--- src/rtl/multicycle_control_if.sv ---
// Handshake and control bundle between the multicycle controller and its datapath/memories.
// The slave side is the controller; the master side drives opcode and memory readiness.
interface multicycle_control_if;
    logic [6:0]  opcode;
    logic        imem_ready;
    logic        dmem_ready;
    logic        ir_write;
    logic        pc_write;
    logic        branch;
    logic        mem_read;
    logic        mem_write;
    logic        mem_to_reg;
    logic        alu_src;
    logic        reg_write;
    logic [1:0]  alu_op;
    logic [2:0]  state;
    logic        fault;
    logic [31:0] instr_count;

    modport master (
        output opcode, imem_ready, dmem_ready,
        input  ir_write, pc_write, branch, mem_read, mem_write, mem_to_reg,
               alu_src, reg_write, alu_op, state, fault, instr_count
    );

    modport slave (
        input  opcode, imem_ready, dmem_ready,
        output ir_write, pc_write, branch, mem_read, mem_write, mem_to_reg,
               alu_src, reg_write, alu_op, state, fault, instr_count
    );
endinterface

--- src/rtl/multicycle_control.sv ---
// Multicycle RISC-V style control FSM (R/load/store/branch) with handshake timeouts,
// a sticky fault state and a retired-instruction counter.
module multicycle_control #(
    parameter int TIMEOUT = 16
) (
    input  logic               clk,
    input  logic               reset,
    multicycle_control_if.slave bus
);
    typedef enum logic [2:0] {
        FETCH  = 3'b000,
        DECODE = 3'b001,
        EXEC   = 3'b010,
        MEM    = 3'b011,
        WB     = 3'b100,
        FAULT  = 3'b111
    } state_t;

    localparam logic [6:0] OP_R      = 7'b0110011;
    localparam logic [6:0] OP_LOAD   = 7'b0000011;
    localparam logic [6:0] OP_STORE  = 7'b0100011;
    localparam logic [6:0] OP_BRANCH = 7'b1100011;
    localparam logic [7:0] WAIT_MAX  = 8'(TIMEOUT - 1);

    state_t      state_q, state_d;
    logic [6:0]  op_q;
    logic [7:0]  wait_q;
    logic [31:0] cnt_q;
    logic        wait_inc;
    logic        ir_w, pc_w, br, mr, mw, m2r, as, rw;
    logic [1:0]  aop;

    always_comb begin
        state_d  = state_q;
        wait_inc = 1'b0;
        ir_w     = 1'b0;
        pc_w     = 1'b0;
        br       = 1'b0;
        mr       = 1'b0;
        mw       = 1'b0;
        m2r      = 1'b0;
        as       = 1'b0;
        rw       = 1'b0;
        aop      = 2'b00;
        case (state_q)
            FETCH: begin
                ir_w = bus.imem_ready;
                if (bus.imem_ready) begin
                    state_d = DECODE;
                end else begin
                    wait_inc = 1'b1;
                    if (wait_q == WAIT_MAX) state_d = FAULT;
                end
            end
            DECODE: begin
                case (bus.opcode)
                    OP_R, OP_LOAD, OP_STORE, OP_BRANCH: state_d = EXEC;
                    default:                            state_d = FAULT;
                endcase
            end
            EXEC: begin
                case (op_q)
                    OP_R: begin
                        aop     = 2'b10;
                        state_d = WB;
                    end
                    OP_LOAD, OP_STORE: begin
                        as      = 1'b1;
                        state_d = MEM;
                    end
                    OP_BRANCH: begin
                        aop     = 2'b01;
                        br      = 1'b1;
                        pc_w    = 1'b1;
                        state_d = FETCH;
                    end
                    default: state_d = FAULT;
                endcase
            end
            MEM: begin
                as = 1'b1;
                if (op_q == OP_LOAD || op_q == OP_STORE) begin
                    mr = (op_q == OP_LOAD);
                    mw = (op_q == OP_STORE);
                    if (bus.dmem_ready) begin
                        // Store retires here; load still needs write-back.
                        pc_w    = mw;
                        state_d = mr ? WB : FETCH;
                    end else begin
                        wait_inc = 1'b1;
                        if (wait_q == WAIT_MAX) state_d = FAULT;
                    end
                end else begin
                    state_d = FAULT;
                end
            end
            WB: begin
                rw      = 1'b1;
                pc_w    = 1'b1;
                m2r     = (op_q == OP_LOAD);
                state_d = FETCH;
            end
            FAULT:   state_d = FAULT;
            default: state_d = FAULT;
        endcase
    end

    always_ff @(posedge clk) begin
        if (reset) begin
            state_q <= FETCH;
            op_q    <= 7'd0;
            wait_q  <= 8'd0;
            cnt_q   <= 32'd0;
        end else begin
            state_q <= state_d;
            if (state_q == DECODE) op_q <= bus.opcode;
            if (state_d != state_q)  wait_q <= 8'd0;
            else if (wait_inc)       wait_q <= wait_q + 8'd1;
            if (pc_w) cnt_q <= cnt_q + 32'd1;
        end
    end

    // Everything but ir_write is forced low while reset is held, whatever the old state.
    assign bus.ir_write    = ir_w;
    assign bus.pc_write    = reset ? 1'b0 : pc_w;
    assign bus.branch      = reset ? 1'b0 : br;
    assign bus.mem_read    = reset ? 1'b0 : mr;
    assign bus.mem_write   = reset ? 1'b0 : mw;
    assign bus.mem_to_reg  = reset ? 1'b0 : m2r;
    assign bus.alu_src     = reset ? 1'b0 : as;
    assign bus.reg_write   = reset ? 1'b0 : rw;
    assign bus.alu_op      = reset ? 2'b00 : aop;
    assign bus.state       = reset ? 3'b000 : state_q;
    assign bus.fault       = reset ? 1'b0 : (state_q == FAULT);
    assign bus.instr_count = reset ? 32'd0 : cnt_q;
endmodule

--- src/flat_wrapper.sv ---
// flat-port wrapper written by rule: the top's interface ports become plain ports
module multicycle_control_flat 
#(
    parameter int TIMEOUT = 16
)
  (clk, reset, bus_opcode, bus_imem_ready, bus_dmem_ready, bus_ir_write, bus_pc_write, bus_branch, bus_mem_read, bus_mem_write, bus_mem_to_reg, bus_alu_src, bus_reg_write, bus_alu_op, bus_state, bus_fault, bus_instr_count);
  multicycle_control_if bus_i ();
  input  logic clk;
  input  logic reset;
  input wire logic [$bits(bus_i.opcode)-1:0] bus_opcode;
  input wire logic [$bits(bus_i.imem_ready)-1:0] bus_imem_ready;
  input wire logic [$bits(bus_i.dmem_ready)-1:0] bus_dmem_ready;
  output wire logic [$bits(bus_i.ir_write)-1:0] bus_ir_write;
  output wire logic [$bits(bus_i.pc_write)-1:0] bus_pc_write;
  output wire logic [$bits(bus_i.branch)-1:0] bus_branch;
  output wire logic [$bits(bus_i.mem_read)-1:0] bus_mem_read;
  output wire logic [$bits(bus_i.mem_write)-1:0] bus_mem_write;
  output wire logic [$bits(bus_i.mem_to_reg)-1:0] bus_mem_to_reg;
  output wire logic [$bits(bus_i.alu_src)-1:0] bus_alu_src;
  output wire logic [$bits(bus_i.reg_write)-1:0] bus_reg_write;
  output wire logic [$bits(bus_i.alu_op)-1:0] bus_alu_op;
  output wire logic [$bits(bus_i.state)-1:0] bus_state;
  output wire logic [$bits(bus_i.fault)-1:0] bus_fault;
  output wire logic [$bits(bus_i.instr_count)-1:0] bus_instr_count;
  assign bus_i.opcode = bus_opcode;
  assign bus_i.imem_ready = bus_imem_ready;
  assign bus_i.dmem_ready = bus_dmem_ready;
  assign bus_ir_write = bus_i.ir_write;
  assign bus_pc_write = bus_i.pc_write;
  assign bus_branch = bus_i.branch;
  assign bus_mem_read = bus_i.mem_read;
  assign bus_mem_write = bus_i.mem_write;
  assign bus_mem_to_reg = bus_i.mem_to_reg;
  assign bus_alu_src = bus_i.alu_src;
  assign bus_reg_write = bus_i.reg_write;
  assign bus_alu_op = bus_i.alu_op;
  assign bus_state = bus_i.state;
  assign bus_fault = bus_i.fault;
  assign bus_instr_count = bus_i.instr_count;
  multicycle_control #(.TIMEOUT(TIMEOUT)) u_core (.clk(clk), .reset(reset), .bus(bus_i));
endmodule
--- config.mk ---
export PLATFORM = sky130hd
export DESIGN_NAME = multicycle_control_flat
export DESIGN_NICKNAME = d
export VERILOG_FILES = /design/src/rtl/multicycle_control_if.sv /design/src/rtl/multicycle_control.sv /design/src/flat_wrapper.sv
export SDC_FILE = /design/constraint.sdc
export NUM_CORES = 1
export LEC_CHECK = 0
export CAP_MARGIN = 20
export CORE_MARGIN = 5
export CORE_UTILIZATION = 51
export CTS_BUF_LIST = sky130_fd_sc_hd__clkbuf_2
export DETAILED_ROUTE_END_ITERATION = 10
export HOLD_SLACK_MARGIN = 0.05
export PLACE_DENSITY = 0.89
export SETUP_SLACK_MARGIN = 0.3
export SLEW_MARGIN = 5
export SYNTH_ARGS = -nofsm -noshare
export SYNTH_HDL_FRONTEND = slang
export SYNTH_SLANG_ARGS = --single-unit
--- constraint.sdc ---
create_clock -name clk -period 2.53 [get_ports clk]
set_input_delay 0.3795 -clock clk [delete_from_list [all_inputs] [get_ports clk]]
set_output_delay 0.3795 -clock clk [all_outputs]
set_load 0.02 [all_outputs]
; Yosys cells after proc, flatten, opt, wreduce, memory -nomap -nowiden
; Index checks and enable logic that the tools add are counted.
[totals]
regBits = 50
out_inout_bits = 46
elab_cells = 65
[op_classes]
n_addsub = 2
eq_ne = 15
mux = 39
n_reduce_logical = 5
[ops]
columns = op, count
row1 = "adder 32 x 1 -> 32 bit, second input constant", 1
row2 = two-way mux 32 bit, 1
row3 = "equality test 7 x 6 -> 1 bit, second input constant", 4
row4 = two-way mux 1 bit, 23
row5 = two-way mux 3 bit, 7
row6 = case mux 3 bit (5 select lines), 1
row7 = "equality test 7 x 2 -> 1 bit, second input constant", 2
row8 = "equality test 7 bit, second input constant", 2
row9 = case mux 3 bit (3 select lines), 1
row10 = "adder 8 x 1 -> 8 bit, second input constant", 1
row11 = "equality test 8 x 4 -> 1 bit, second input constant", 1
row12 = "equality test 3 x 2 -> 1 bit, second input constant", 2
row13 = "equality test 3 bit, second input constant", 2
row14 = two-way mux 2 bit, 2
row15 = case mux 1 bit (2 select lines), 2
row16 = case mux 2 bit (2 select lines), 1
row17 = OR reduction 2 bit, 2
row18 = OR reduction 4 bit, 1
row19 = "equality test 3 x 1 -> 1 bit, second input constant", 1
row20 = zero test 3 bit, 1
row21 = != test 3 bit, 1
row22 = case mux 1 bit (3 select lines), 1
row23 = logical OR 1 bit, 1

; Depth between registers and ports, before layout
; Gate-level depths: netlist of run 1.
[depth]
word_depth = 7
depth_mapped = 8

; Worst setup path after synthesis of run 1
; OpenSTA, ideal clock, no wires.
[synth_timing]
path_type = flip-flop to output port
startpoint = register u_core.state_q[2]
endpoint = output bus_mem_to_reg
arrival_time_ps = 2052
t_required_ps = 2151
setup_slack_ps = 98
stages_incl_launch_ff = 5
n_path_buf = 1
path_cell_list = dfxtp_1 clkbuf_1 nand2b_1 nor3_1 nor4b_1
[synth_between]
elab_chain_cells = 3
[synth_rtl]
columns = item, line_no
row1 = from (decl), multicycle_control.sv:25  ; state_t state_q, state_d;
row2 = from (signal assigned), multicycle_control.sv:115  ; state_q <= state_d;
row3 = equality test 3 bit, multicycle_control.sv:45  ; case (state_q)
row4 = two-way mux 1 bit, multicycle_control.sv:45
row5 = two-way mux 1 bit, multicycle_control.sv:129  ; assign bus.mem_to_reg = reset ? 1'b0 : m2r;
row6 = to (decl), flat_wrapper.sv:18  ; output wire logic [$bits(bus_i.mem_to_reg)-1:0] bus_mem_to_reg;
; Every way passes these cells.

; Worst setup path in the final report of run 1
[layout_timing]
startpoint = register u_core.op_q[3]
endpoint = output bus_pc_write
[layout_between]
elab_chain_cells = 5
[layout_rtl]
columns = item, line_no
row1 = from (decl), multicycle_control.sv:26  ; logic [6:0] op_q;
row2 = from (signal assigned), multicycle_control.sv:116  ; if (state_q == DECODE) op_q <= bus.opcode;
row3 = equality test 7 x 6 -> 1 bit / equality test 7 x 2 -> 1 bit (equally long branches), "multicycle_control.sv:82, multicycle_control.sv:84"
row4 = two-way mux 1 bit / logical OR 1 bit (equally long branches), "multicycle_control.sv:85, multicycle_control.sv:82"
row5 = two-way mux 1 bit, multicycle_control.sv:82  ; if (op_q == OP_LOAD || op_q == OP_STORE) begin
row6 = case mux 1 bit (3 select lines) (*), multicycle_control.sv:45
row7 = two-way mux 1 bit (*), multicycle_control.sv:125  ; assign bus.pc_write = reset ? 1'b0 : pc_w;
row8 = to (decl), flat_wrapper.sv:14  ; output wire logic [$bits(bus_i.pc_write)-1:0] bus_pc_write;
; Mark *: on every way between the ends. The rest lies on a longest branch, timed or not.

==> run metrics, run 1 <==
ANT nets after route=0; CP required=2.15 ns; Worst Hold Class=in -> reg; worst-margin pin slew=0.7123 ns; post-synth top area share=33.88%; leading register cell type out of synthesis=dfxtp_1; pin count of the biggest net entering global routing=62; gr usage total=20.45%; period utilisation layout=86.17%; final number of hold-violating endpoints=0; RSZ-0062 raised after global routing=yes; layout cell share with drive strength beyond 1=15.95%; Max Root-Sink Buffers=2; fmax=458.7 MHz; Area contributors post-synth=dfxtp_1, nor2b_1, nor2_1; DRC violation total after the first TritonRoute iteration=218; Port Buffer Count=56; CTS clk-pin slew, worst paths=0.22 ns; endpoints failing setup=0; worst-skew pair later-pin latency=0.45 ns; Synth Instances=371; outcome=complete, no violations; leakage=1.294 nW; initial antenna violation count=0; Syn Nets=384; IO Count=57; kind of end point of the critical path=output port; Hold Path Depth=3; fin nets=451; warnings from Yosys=0; crit path DAT=1.80 ns; Overflow after GRT=0; H-tree depth=2; drt via density=5.828; half-perimeter wire length after placement=5574 um; area delta synth->final=28.93%; crit-path max FO=4; core outline area=0.005574 mm^2; row count=27; largest area contributor in the netlist=dfxtp_1; Synth Area per Inst=7.962 um^2; Slew Limit Headroom=52.26%; CTS Root Cell=clkbuf_2; vias=2978; cts bufs inserted=5; TritonCTS clock tree=built; Worst setup SP type=flop; die width=86.11 um; Synth cell types=49; Hold WS=0.3883 ns; first-pass GRT wire length=12590 um; Post-synth EDFFs=0; Fillers=492; max capacitance violation total=0; Placed Cells=497; Final Skew=0.03804 ns; gp weighted congestion=0.8709; routed wire length=7668 um; vias in the first global route=2780; clk sinks=50; DR DRC count=0; n_diodes=0; Power per Cell Area=599.0 mW/mm^2; cts-stage hold buffer count=0; Non-Filler Instances=511; post-route setup TNS=0 ns; fin crit period=2.180 ns; Async S/R FF share, synth=0%; Wirelength per Cell=15.01 um; Final Power=2.281 mW; Seq cells post-synth=50; Cell Area, Synth=0.002954 mm^2; Pre-antenna DRT Iters=4; Max Slew Vio Count=0; Max rail drop VDD=0.0005226 V; die area=0.007414 mm^2; effective utilization at floorplan=53.00%; Die Height=86.11 um; critical path type=reg -> out; sequential area share after synthesis=33.88%; Reg2Reg Depth=7
[critical path: stages, from the launching register on]
cell       delay [ns]
dfxtp_2          0.38
nand4bb_4        0.27
a2111oi_4        0.42
nor2_2           0.08
nor2_1           0.10
buf_4            0.15
[sequential cells by signal, indices dropped and copies added (netlist names)]
signal / cells
u_core.cnt_q: 32
u_core.wait_q: 8
u_core.op_q: 7
u_core.state_q: 3
[routing by layer]
layer,wire (um),GRT usage (%),vias up
met5,0,0,-
met3,434,2.690,10
met1,3401,26.98,1386
li1,-,-,1483
met4,110,8.058,0
met2,3722,33.64,99
[cell families (layout without fill, tap and decap cells)]
family	after synthesis	after routing	share of synthesized area (%)
and+or+nand+nor	189	189	35.92
buffers and inverters	32	100	4.108
AOI/OAI and AO/OA	68	68	16.05
xor gates and xnor gates	23	23	6.819
DFF	50	50	33.88
adders and majority gates	2	2	0.8470
muxes	7	7	2.372
[cell type report]
cell class / count / area (um^2) / area share, %
Clock buffer: 5 / 25.02 / 0.6570
Multi-Input combinational cell: 289 / 1886 / 49.51
Sequential cell: 50 / 1021 / 26.81
Clock inverter: 3 / 16.27 / 0.4271
Timing Repair Buffer: 84 / 740.7 / 19.45
Tap cell: 72 / 90.09 / 2.365
Inverter: 8 / 30.03 / 0.7884
[synthesized netlist by cell type, drive strengths merged, types with 4 or more instances]
library cell  instances
dfxtp                50
nor2                 43
nor2b                30
clkbuf               22
nor3                 22
nand3                19
o21ai                18
a21oi                15
nand2                15
xor2                 15
or4                  11
or3                   9
inv                   8
o2111ai               8
xnor2                 8
mux2i                 7
nand2b                7
nand4                 7
o211ai                6
and3                  5
o31ai                 4
[where the power goes]
part	switching, mW	internal, mW	total (mW)
logic	0.581	0.426	1.01
registers	0.0850	0.869	0.954
clock network	0.257	0.0629	0.320
total	0.923	1.36	2.28
[metrics by stage]
| stage | worst slack (ns) | cell area (um^2) | util (%) |
|---|---|---|---|
| floorplan | 0.3404 | 2960 | - |
| global placement | -0.09655 | 3680 | 66.02 |
| detailed placement | -0.1572 | 3680 | 66.02 |
| CTS | 0.1670 | 3734 | 66.98 |
| global route | 0.1910 | 3809 | 68.33 |
| finish | 0.3499 | 3809 | 68.33 |
[layout by cell type (no fill, tap or decap), types with 3 or more instances in the layout]
cell / n
a21oi_1: 15
a221oi_1: 3
and3_1: 5
buf_4: 32
clkbuf_2: 7
clkdlybuf4s50_1: 44
dfxtp_1: 40
dfxtp_2: 7
dfxtp_4: 3
inv_1: 8
mux2i_1: 7
nand2_1: 15
nand2b_1: 6
nand3_1: 19
nand4_1: 7
nor2_1: 42
nor2b_1: 30
nor3_1: 18
nor3_2: 4
nor4_1: 3
nor4bb_1: 3
o2111ai_1: 8
o211ai_1: 6
o21ai_0: 16
o31a_1: 3
o31ai_1: 4
or3_1: 9
or4_1: 10
xnor2_1: 8
xor2_1: 15
[final timing paths]
path                          start          endpoint  slack, ns
setup reg to reg  u_core.state_q[0]  u_core.cnt_q[29]       0.38
setup / recovery     u_core.op_q[3]      bus_pc_write       0.35
hold / removal                reset    u_core.op_q[0]       0.39
hold reg to reg    u_core.cnt_q[27]  u_core.cnt_q[27]       0.52
[timing repair]
| action | in CTS | in global routing |
|---|---|---|
| endpoints found under the setup margin | 22 | 28 |
| pin swaps | 2 | 2 |
| buffers inserted | 2 | 4 |
| resized for setup | 43 | 28 |
Note: power is estimated with default switching activity, not from simulation.
==> run 2: changes to the inputs <==
--- a/config.mk
+++ b/config.mk
@@ -5,14 +5,16 @@
 export SDC_FILE = /design/constraint.sdc
 export NUM_CORES = 1
 export LEC_CHECK = 0
+export ABC_CLOCK_PERIOD_IN_PS = 2530
 export CAP_MARGIN = 20
 export CORE_MARGIN = 5
 export CORE_UTILIZATION = 51
 export CTS_BUF_LIST = sky130_fd_sc_hd__clkbuf_2
 export DETAILED_ROUTE_END_ITERATION = 10
+export GPL_TIMING_DRIVEN = 0
 export HOLD_SLACK_MARGIN = 0.05
 export PLACE_DENSITY = 0.89
-export SETUP_SLACK_MARGIN = 0.3
+export SETUP_SLACK_MARGIN = 0.4
 export SLEW_MARGIN = 5
 export SYNTH_ARGS = -nofsm -noshare
 export SYNTH_HDL_FRONTEND = slang
==> run metrics, run 2 (same netlist as run 1, synthesis figures left out) <==
most used cell, CP=buf_6; most frequent cells in the layout=nor2_1, dfxtp_1, nor2b_1; effective utilization at floorplan=53.00%; Worst Hold Class=in -> reg; CP peak stage delay=0.45 ns; fin nets=470; Power per Cell Area=653.0 mW/mm^2; DR DRC count=0; n_diodes=0; die width=86.11 um; Final Power=2.678 mW; max reg flops=32; post-route setup TNS=0 ns; CTS clk-pin slew, worst paths=0.24 ns; Port Buffer Count=55; endpoints failing setup=0; Max Slew Vio Count=0; leakage=1.733 nW; core outline area=0.005574 mm^2; cts-stage hold buffer count=0; gr usage total=24.82%; TritonCTS clock tree=built; Final Skew=0.02315 ns; vias=3354; first-pass GRT wire length=14830 um; fin crit period=2.276 ns; WP buf/inv=4; ANT nets after route=0; cts bufs inserted=5; IO Count=57; half-perimeter wire length after placement=6035 um; H-tree depth=2; routed wire length=9622 um; critical path type=reg -> out; worst-skew pair later-pin latency=0.43 ns; layout cell share with drive strength beyond 1=21.88%; period utilisation layout=89.97%; Wirelength per Cell=18.19 um; gp weighted congestion=0.8887; Overflow after GRT=0; final number of hold-violating endpoints=0; vias in the first global route=3107; Post-DP Area=0.003615 mm^2; Max Root-Sink Buffers=2; pin count of the biggest net entering global routing=14; CP required=2.15 ns; fmax=439.3 MHz; crit path DAT=1.90 ns; Hold WS=0.3744 ns; DRC violation total after the first TritonRoute iteration=513; CP max-delay cell=or4_4; RSZ-0062 raised after global routing=yes; kind of end point of the critical path=output port; max capacitance violation total=0; initial antenna violation count=0; Largest regs=u_core.cnt_q: 32 flops, u_core.wait_q: 8 flops, u_core.op_q: 7 flops; Worst setup SP type=flop; Fillers=408; row count=27; crit-path max FO=7; outcome=complete, no violations; Die Height=86.11 um; commonest non-fill, non-tap cell in the layout=nor2_1; area delta synth->final=38.84%; Biggest register=u_core.cnt_q; CTS Root Cell=clkbuf_2; Slew Limit Headroom=48.58%; Max rail drop VDD=0.0005186 V; worst-margin pin slew=0.7680 ns; CP delay by family, top=simple AND/OR/NAND/NOR gates; post-route cell area=0.004101 mm^2; die area=0.007414 mm^2; Pre-antenna DRT Iters=5; worst-path cell chain=buf_6 -> clkbuf_16 -> clkinvlp_4 -> or4_4 -> nor3_4 -> buf_6; drt via density=6.340; clk sinks=50
[run 2: cell types whose count changed in the layout (fill, tap and decap cells not counted), moves of 5 or more]
cell and change:
dfxtp_2 +5, clkbuf_2 +10, clkdlybuf4s50_1 -24, nor3_1 -5, dlymetal6s2s_1 +16, dlygate4sd2_1 +5
clkbuf_1 +6
[run 2: cell type report]
cell class,instances,area [um^2],share of cell area (%)
multi-input cells,289,2002,48.81
flip-flops and latches,50,1020,24.86
repair buffers,79,730.7,17.82
plain buffers,24,190.2,4.637
well taps,72,90.09,2.196
clock buffers,7,35.03,0.8542
inverters,8,33.78,0.8237
[run 2: power by group]
group,switching (mW),internal (mW)
Clock,0.241,0.0718
Combinational,0.807,0.616
Sequential,0.0780,0.865
Total,1.13,1.55
[run 2: metrics by stage]
step	instances	setup slack (ns)	utilization, %
after global placement	498	-0.5410	64.85
after global routing	529	0.1343	73.58
final	529	0.2537	73.58
after detailed placement	498	-0.5182	64.85
after floorplan	371	0.4333	-
after CTS	525	0.2477	70.68
[run 2: path summary, 6_finish.rpt]
check	depth (start not counted)	startpoint	slack, ns	to
max	6	u_core.state_q[0]	0.25	bus_mem_read
min	3	reset	0.37	u_core.cnt_q[26]
max reg2reg	5	u_core.state_q[2]	0.26	u_core.wait_q[7]
min reg2reg	2	u_core.cnt_q[31]	0.51	u_core.cnt_q[31]
[run 2: layer usage]
layer	vias to the layer above	GRT usage, %	share of wire, %
met4	0	11.94	3.5
met3	44	4.611	7.8
met5	-	0	0
met1	1587	32.46	41
met2	197	39.17	47
li1	1526	-	-
[run 2: worst register-to-register path: cells and delay by family, from the launching register on]
kind	cells	cell delay, ns
AOI/OAI and AO/OA	3	1.44
buffers and inverters	1	0.16
DFF	1	0.43
and+or+nand+nor	1	0.14
[run 2: repair_timing]
item / CTS / global route
buffers inserted: 20 / 4
setup endpoints to repair: 81 / 72
resized for setup: 106 / 62
pin swaps: 7 / 5
==> run 3: changes to the inputs <==
--- a/config.mk
+++ b/config.mk
@@ -13,7 +13,7 @@
 export DETAILED_ROUTE_END_ITERATION = 10
 export GPL_TIMING_DRIVEN = 0
 export HOLD_SLACK_MARGIN = 0.05
-export PLACE_DENSITY = 0.89
+export PLACE_DENSITY = 0.88
 export SETUP_SLACK_MARGIN = 0.4
 export SLEW_MARGIN = 5
 export SYNTH_ARGS = -nofsm -noshare
==> run metrics, run 3 (same netlist as run 1, synthesis figures left out) <==
drt via density=6.350; HP Start=reset; CP startpoint=u_core.state_q[0]; Pre-antenna DRT Iters=5; critical path type=reg -> out; Largest regs=u_core.cnt_q: 32 flops, u_core.wait_q: 8 flops, u_core.op_q: 7 flops; IO Count=57; row count=27; cts bufs inserted=5; post-route cell area=0.004219 mm^2; most frequent cells in the layout=nor2_1, dfxtp_1, buf_4; first-pass GRT wire length=14520 um; Final Skew=0.01231 ns; vias=3391; core outline area=0.005574 mm^2; Fillers=384; Max rail drop VDD=0.0004365 V; post-route setup TNS=0 ns; commonest non-fill, non-tap cell in the layout=nor2_1; Slew Limit Headroom=51.71%; Final Power=2.710 mW; routed wire length=10230 um; worst-skew pair later-pin latency=0.47 ns; n_diodes=0; gp weighted congestion=0.8918; Clk pwr share=11.9%; Worst Hold Class=in -> reg; initial antenna violation count=0; cts-stage hold buffer count=0; Gate power share=53.1%; DR DRC count=0; Power per Cell Area=642.2 mW/mm^2; H-tree depth=2; period utilisation layout=91.27%; area delta synth->final=42.82%; worst-margin pin slew=0.7244 ns; Post-DP Area=0.003615 mm^2; effective utilization at floorplan=53.00%; clk sinks=50; gr usage total=24.01%; half-perimeter wire length after placement=5968 um; Flop pwr share=35.1%; vias in the first global route=3084; max reg flops=32; endpoints failing setup=0; TritonCTS clock tree=built; Die Height=86.11 um; crit path DAT=1.93 ns; Port Buffer Count=55; crit-path max FO=8; switch share=43.08%; Overflow after GRT=0; Worst setup SP type=flop; final number of hold-violating endpoints=0; pin count of the biggest net entering global routing=15; fmax=433.0 MHz; kind of end point of the critical path=output port; ANT nets after route=0; Max Slew Vio Count=0; max capacitance violation total=0; layout cell share with drive strength beyond 1=26.41%; die width=86.11 um; RR Startpoint=u_core.state_q[0]; Wirelength per Cell=19.16 um; Biggest register=u_core.cnt_q; outcome=complete, no violations; CTS Root Cell=clkbuf_2; CP required=2.15 ns; DRC violation total after the first TritonRoute iteration=421; Max Root-Sink Buffers=2; CTS clk-pin slew, worst paths=0.24 ns; fin crit period=2.309 ns; Hold WS=0.3698 ns; leakage=1.677 nW; RSZ-0062 raised after global routing=yes; Pint=1.542 mW; die area=0.007414 mm^2; fin nets=474; Switch Pwr=1.167 mW
## run 3: worst max-delay path, stage by stage (launching register included)
cell and delay [ns]:
dfxtp_2 0.39, buf_6 0.14, buf_8 0.13, inv_8 0.04, or4_4 0.45, nor3_2 0.14, buf_4 0.17
## run 3: per-layer routing
| metal | GRT usage [%] | part of all wire, % | vias up |
|---|---|---|---|
| li1 | - | - | 1526 |
| met1 | 30.59 | 41 | 1642 |
| met2 | 39.45 | 48 | 186 |
| met3 | 3.939 | 7.8 | 37 |
| met4 | 11.08 | 2.7 | 0 |
| met5 | 0 | 0 | - |
## run 3: area by class of cell
type                       instances  area (um^2)  share of cell area [%]
buffer                            24        185.2                   4.389
clock buffer                       5        25.02                  0.5931
clock inverter                     3        11.26                  0.2669
inverter                           8        37.54                  0.8897
multi-input combinational        289         2086                   49.44
sequential                        50         1027                   24.35
tap                               72        90.09                   2.135
timing repair buffer              83        757.0                   17.94
## run 3: path summary, 6_finish.rpt
path / to / slack [ns] / depth (start not counted)
max reg2reg: u_core.cnt_q[13] / 0.22 / 10
min: u_core.cnt_q[26] / 0.37 / 3
min reg2reg: u_core.cnt_q[31] / 0.51 / 2
max: bus_mem_read / 0.22 / 6
## run 3: stage by stage
step / setup slack (ns) / instances / util, %
2_1_floorplan: 0.4333 / 371 / -
6_report: 0.2208 / 534 / 75.69
5_1_grt: 0.1215 / 534 / 75.69
4_1_cts: 0.2787 / 523 / 70.15
3_5_place_dp: -0.5312 / 498 / 64.85
3_3_place_gp: -0.5420 / 498 / 64.85
## run 3: power by group through the flow
stage | clock (mW) | sequential [mW] | combinational [mW]
floorplan | 0 | 0.914 | 0.676
global placement | 0 | 0.930 | 0.915
detailed placement | 0 | 0.934 | 0.924
CTS | 0.314 | 0.935 | 1.14
global route | 0.353 | 0.958 | 1.50
finish | 0.321 | 0.951 | 1.44
## run 3: what timing repair did
action / CTS / global route
buffers inserted: 17 / 11
pin swaps: 22 / 16
gates resized for setup: 127 / 85
setup endpoints to repair: 82 / 59
